--- src/rtl/fft_seq_pkg.sv ---
// Shared types and helpers for the FFT input frame sequencer.
package fft_seq_pkg;

    typedef enum logic [1:0] {
        IDLE = 2'd0,
        FILL = 2'd1,
        RUN  = 2'd2
    } seq_state_t;

    localparam int PRIME_W = 8;

    function automatic int clog2_min1(input int n);
        return ($clog2(n) < 1) ? 1 : $clog2(n);
    endfunction

    // Shifts the low 'width' bits out LSB-first so they land reversed.
    function automatic logic [31:0] bitrev(
        input logic [31:0] idx,
        input int          width
    );
        logic [31:0] r;
        logic [31:0] t;
        r = '0;
        t = idx;
        for (int i = 0; i < 32; i++) begin
            if (i < width) begin
                r = {r[30:0], t[0]};
                t = t >> 1;
            end
        end
        return r;
    endfunction

endpackage

--- src/rtl/fft_frame_sequencer_beat_counter.sv ---
// Modulo-MOD beat counter with soft clear and wrap pulse.
module fft_beat_counter
    import fft_seq_pkg::*;
#(
    parameter  int MOD = 16,
    localparam int CW  = clog2_min1(MOD)
) (
    input  logic          clk,
    input  logic          rst,
    input  logic          clr,
    input  logic          valid,
    output logic [CW-1:0] count,
    output logic          wrap
);

    localparam logic [CW-1:0] LAST = CW'(MOD - 1);

    assign wrap = valid && (count == LAST);

    always_ff @(posedge clk or negedge rst) begin
        if (!rst) begin
            count <= '0;
        end else if (clr) begin
            count <= '0;
        end else if (valid) begin
            count <= wrap ? '0 : count + 1'b1;
        end
    end

endmodule

--- src/rtl/fft_frame_sequencer.sv ---
// FFT input frame sequencer: beat/frame counting, markers, priming FSM.
// Define BITREV_INDEX_EN to add the bit-reversed index output.
module fft_frame_sequencer
    import fft_seq_pkg::*;
#(
    parameter  int NUM          = 16,
    parameter  int PAR          = 1,
    parameter  int PRIME_FRAMES = 1,
    parameter  int FRAME_W      = 8,
    localparam int IDX_W        = $clog2(NUM)
) (
    input  logic               clk,
    input  logic               rst,
    input  logic               clr,
    input  logic               valid,
    output logic [IDX_W-1:0]   sample_idx,
    output logic               sof,
    output logic               eof,
    output logic [FRAME_W-1:0] frame_cnt,
    output logic               bfly_enable,
    output logic [1:0]         state
`ifdef BITREV_INDEX_EN
    ,
    output logic [IDX_W-1:0]   bitrev_idx
`endif
);

    localparam int BEATS = NUM / PAR;
    localparam int BW    = clog2_min1(BEATS);
    localparam int SH    = $clog2(PAR);

    localparam logic [PRIME_W-1:0] PRIME_MAX  = PRIME_W'(PRIME_FRAMES);
    localparam logic [PRIME_W-1:0] PRIME_LAST = PRIME_W'(PRIME_FRAMES - 1);

    logic [BW-1:0]      beat_cnt;
    logic               wrap;
    logic [PRIME_W-1:0] prime_cnt;
    logic               prime_hit;
    seq_state_t         st;

    fft_beat_counter #(
        .MOD (BEATS)
    ) u_beat (
        .clk   (clk),
        .rst   (rst),
        .clr   (clr),
        .valid (valid),
        .count (beat_cnt),
        .wrap  (wrap)
    );

    assign sof        = valid && (beat_cnt == '0);
    assign eof        = wrap;
    assign sample_idx = IDX_W'(beat_cnt) << SH;
    assign state      = st;

    // Only the frame that brings prime_cnt up to PRIME_FRAMES can hit.
    assign prime_hit  = wrap && (prime_cnt == PRIME_LAST);

`ifdef BITREV_INDEX_EN
    assign bitrev_idx = IDX_W'(bitrev(32'(sample_idx), IDX_W));
`endif

    always_ff @(posedge clk or negedge rst) begin
        if (!rst) begin
            frame_cnt   <= '0;
            prime_cnt   <= '0;
            bfly_enable <= 1'b0;
            st          <= IDLE;
        end else if (clr) begin
            frame_cnt   <= '0;
            prime_cnt   <= '0;
            bfly_enable <= 1'b0;
            st          <= IDLE;
        end else if (valid) begin
            if (wrap) begin
                frame_cnt <= frame_cnt + 1'b1;
                if (prime_cnt != PRIME_MAX) begin
                    prime_cnt <= prime_cnt + 1'b1;
                end
            end
            if (prime_hit) begin
                bfly_enable <= 1'b1;
            end
            unique case (st)
                IDLE:    st <= FILL;
                FILL:    st <= prime_hit ? RUN : FILL;
                RUN:     st <= RUN;
                default: st <= IDLE;
            endcase
        end
    end

endmodule

--- config.mk ---
export PLATFORM = sky130hd
export DESIGN_NAME = fft_frame_sequencer
export DESIGN_NICKNAME = d
export VERILOG_FILES = /design/src/rtl/fft_seq_pkg.sv /design/src/rtl/fft_frame_sequencer_beat_counter.sv /design/src/rtl/fft_frame_sequencer.sv
export SDC_FILE = /design/constraint.sdc
export NUM_CORES = 1
export LEC_CHECK = 0
export CAP_MARGIN = 40
export CORE_MARGIN = 5
export CORE_UTILIZATION = 45
export CTS_BUF_LIST = sky130_fd_sc_hd__clkbuf_2 sky130_fd_sc_hd__clkbuf_4 sky130_fd_sc_hd__clkbuf_8
export DETAILED_ROUTE_END_ITERATION = 10
export PLACE_DENSITY = 0.79
export SYNTH_ARGS = -nofsm -noshare
export SYNTH_HDL_FRONTEND = slang
export SYNTH_HIERARCHICAL = 1
export SYNTH_SLANG_ARGS = --single-unit
--- constraint.sdc ---
create_clock -name clk -period 1.7 [get_ports clk]
set_input_delay 0.17 -clock clk [delete_from_list [all_inputs] [get_ports clk]]
set_output_delay 0.17 -clock clk [all_outputs]
set_load 0.01 [all_outputs]
==> flow_metrics.py <==
metrics = {
    "outcome": {
        "status": "finished, violations left",
        "violations": "negative setup slack",
    },
    "finish": {
        "synthToLayoutAreaGrowth_pct": 48.7,
        "layout.cells.non_filler": 210,
        "fillerInstances": 209,
        "n_antenna_cell": 0,
        "layout-drive-gt1-share": 0.335,
        "final_common_cell": "buf_4",
        "final_cell_mix": "buf_4, dfrtp_1, clkdlybuf4s50_1",
        "design_area_mm2": 0.00183,
        "nNetsFinal": 189,
    },
    "grt": {
        "grtUsageTotal": 0.170,
        "grt_pass1_vias": 1181,
        "antenna_found_initial": 0,
        "grt_max_degree": 27,
        "grt_pass1_wl_mm": 5.52,
        "overflow": 0,
    },
    "sta": {
        "fin_crit_ps": 1750,
        "hold_viol_final": 0,
        "finalWorstSetupSlack_ps": -53.5,
        "whs_ps": 179,
        "grt_setup_unrepaired": "true",
        "slew_headroom": 0.699,
        "final.period_utilization": 1.03,
        "final-max-slew-violation-count": 0,
        "setup_viol": 4,
        "tightestPinTransition_ps": 448,
        "clock.fmax_mhz": 570,
        "skew_ps": 1.06,
    },
    "synthesis": {
        "synth_nets": 139,
        "synth_seq_cells": 23,
        "synth.cell_area_mm2": 0.00123,
        "synth.yosys.seq_area_share": 0.467,
        "ys_warn_count": 6,
        "syn_inst": 130,
        "yosys.cell_types.count": 30,
        "syn_avg_cell_area_um2": 9.48,
    },
    "placed_design": {
        "numPortBuffers": 20,
        "place.gp.congestion": 0.850,
        "dpl-instance-area_mm2": 0.00161,
        "preCtsSetupSlack_ps": -181,
        "placedCellCount": 193,
    },
    "floorplanning": {
        "die_w_um": 62.3,
        "initial_core_util": 0.459,
        "ios": 21,
        "die_area_mm2": 0.00389,
        "chipHeight_um": 62.3,
        "fp.coreArea_mm2": 0.00269,
        "num_rows": 19,
    },
    "routing": {
        "ant_nets": 0,
        "drt_iter0_drc": 60,
        "drt_wl_total_mm": 3.31,
        "dr_total_vias": 1219,
        "avgRoutedWirePerCell_um": 15.8,
        "drc": 0,
        "vias_per_cell": 5.80,
        "dr.pass1.iters": 4,
    },
    "worst_setup_path": {
        "end_kind": "flip-flop",
        "endpoint": "prime_cnt[5]$_DFFE_PN0P_",
        "cp-start-kind": "flip-flop",
        "crit_start": "u_beat/count[0]$_DFFE_PN0P_",
        "rrSetupSlack_ps": -50,
        "crit_type": "reg -> reg",
        "cpPeakStageDelay_ps": 440,
        "crit_arrival_ps": 2020,
        "crit_chain": "ha_4 > nand2_4 > nor2_4 > buf_6 > nand4_1 > buf_4 > or3_4 > a21oi_2",
        "rr_worst_depth": 8,
        "crit_required_ps": 1960,
        "critPathSlowestCell": "dfrtp_2",
        "r2r_start": "u_beat/count[0]$_DFFE_PN0P_",
        "reg2reg_to": "prime_cnt[5]$_DFFE_PN0P_",
        "critPathMaxFanout": 6,
    },
    "clock_tree": {
        "cts_tree": "built",
        "clk_latency_ps": 320,
        "numCtsBuffers": 3,
        "clock_sinks": 23,
        "path_clk_slew_ps": 120,
        "clockBufferDepth": 2,
        "root_buffer": "clkbuf_4",
        "h-tree-depth": 1,
    },
    "power": {
        "finalPower_w": 0.000953,
        "vdd_drop_max_mv": 0.608,
        "powerDensity_mw_per_mm2": 520,
        "p_leak_nw": 0.806,
    },
    "run": {
        "drv_cap": 0,
    },
    "hold_path": {
        "hold_class": "in -> async",
    },
}
## where the power goes
group | switching, W | internal, W
Sequential | 0.00000798 | 0.000553
Clock | 0.000171 | 0.000108
Combinational | 0.0000581 | 0.0000551
Total | 0.000237 | 0.000716
## synth_stat cells
cell      count  area share
nand4_1       4       0.020
nand2_1      10       0.030
xor2_1        2       0.014
a21oi_1      17       0.069
nand3b_1      1      0.0061
mux2i_1       2       0.016
nor2_1       11       0.034
buf_4         1      0.0061
o21ai_0       8       0.032
or4_1         4       0.024
inv_1         4       0.012
nand2b_1      3       0.015
clkbuf_1      2      0.0061
mux2_1        2       0.018
and3b_1       1      0.0071
nand3_1       7       0.028
nand2_2       1      0.0051
and3_1        1      0.0051
nand3_2       1      0.0081
dfrtp_1      23        0.47
or3_1         8       0.041
o31ai_1       3       0.018
xnor2_1       1      0.0071
a31oi_1       3       0.015
nor4bb_1      1      0.0081
ha_1          5       0.051
buf_2         1      0.0041
nor4_4        1       0.017
a311o_1       1      0.0081
nor2b_1       1      0.0051
## cell type report
type | instances | area (µm²) | area share
tap | 31 | 38.8 | 0.0212
clock buffer | 4 | 30.0 | 0.0164
timing repair buffer | 49 | 425 | 0.232
sequential | 23 | 578 | 0.315
inverter | 4 | 15.0 | 0.00819
multi-input combinational | 99 | 746 | 0.407
## kinds of logic (layout without fill, tap and decap cells)
| group | after synthesis | after routing | synth area share |
|---|---|---|---|
| AND/OR/NAND/NOR | 55 | 55 | 0.255 |
| AO/OA/AOI/OAI | 32 | 32 | 0.143 |
| multiplexers | 4 | 4 | 0.0345 |
| XOR/XNOR | 3 | 3 | 0.0213 |
| buffers and inverters | 8 | 57 | 0.0284 |
| flip-flops | 23 | 23 | 0.467 |
| adder cells (fa/ha/maj) | 5 | 5 | 0.0508 |
## sequential cells by signal, indices dropped and copies added (netlist names)
signal / cells
bfly_enable: 1
state: 2
u_beat/count: 4
frame_cnt: 8
prime_cnt: 8
## critical path, delay by kind of cell (launching register included)
family | cells | cell delay, ps
AOI/OAI and AO/OA | 1 | 140
adders and majority gates | 1 | 160
buffers and inverters | 2 | 300
DFF | 1 | 440
and+or+nand+nor | 4 | 650
## routing by layer
metal	part of all wire	routed length (µm)	global-route usage
met1	0.41	1360	0.212
met2	0.54	1800	0.289
met4	0.011	35	0.0584
met5	0	0	0
met3	0.035	116	0.0342
## stage by stage
step,util,setup TNS [ps]
3_5_place_dp,0.599,-1400
6_report,0.682,-105
5_1_grt,0.682,-977
3_3_place_gp,0.599,-388
2_1_floorplan,-,-19.8
4_1_cts,0.637,-193
## how the worst min path moves through the flow
stage | from | to | slack [ps] | cells past startpoint
after detailed placement | bfly_enable$_DFFE_PN0P_ | bfly_enable$_DFFE_PN0P_ | 500 | 2
after floorplan | rst | bfly_enable$_DFFE_PN0P_ | -130 | 0
final | rst | frame_cnt[3]$_DFFE_PN0P_ | 180 | 2
after global placement | bfly_enable$_DFFE_PN0P_ | bfly_enable$_DFFE_PN0P_ | 510 | 2
after CTS | rst | frame_cnt[5]$_DFFE_PN0P_ | 200 | 2
after global routing | rst | frame_cnt[3]$_DFFE_PN0P_ | 190 | 2
## repair_timing
item | in CTS | in global routing
buffers inserted | 7 | 6
hold buffers | 0 | 0
endpoints found under the setup margin | 10 | 14
resized for setup | 9 | 21
pin swaps | 7 | 11
Note: power is estimated with default switching activity, not from simulation.
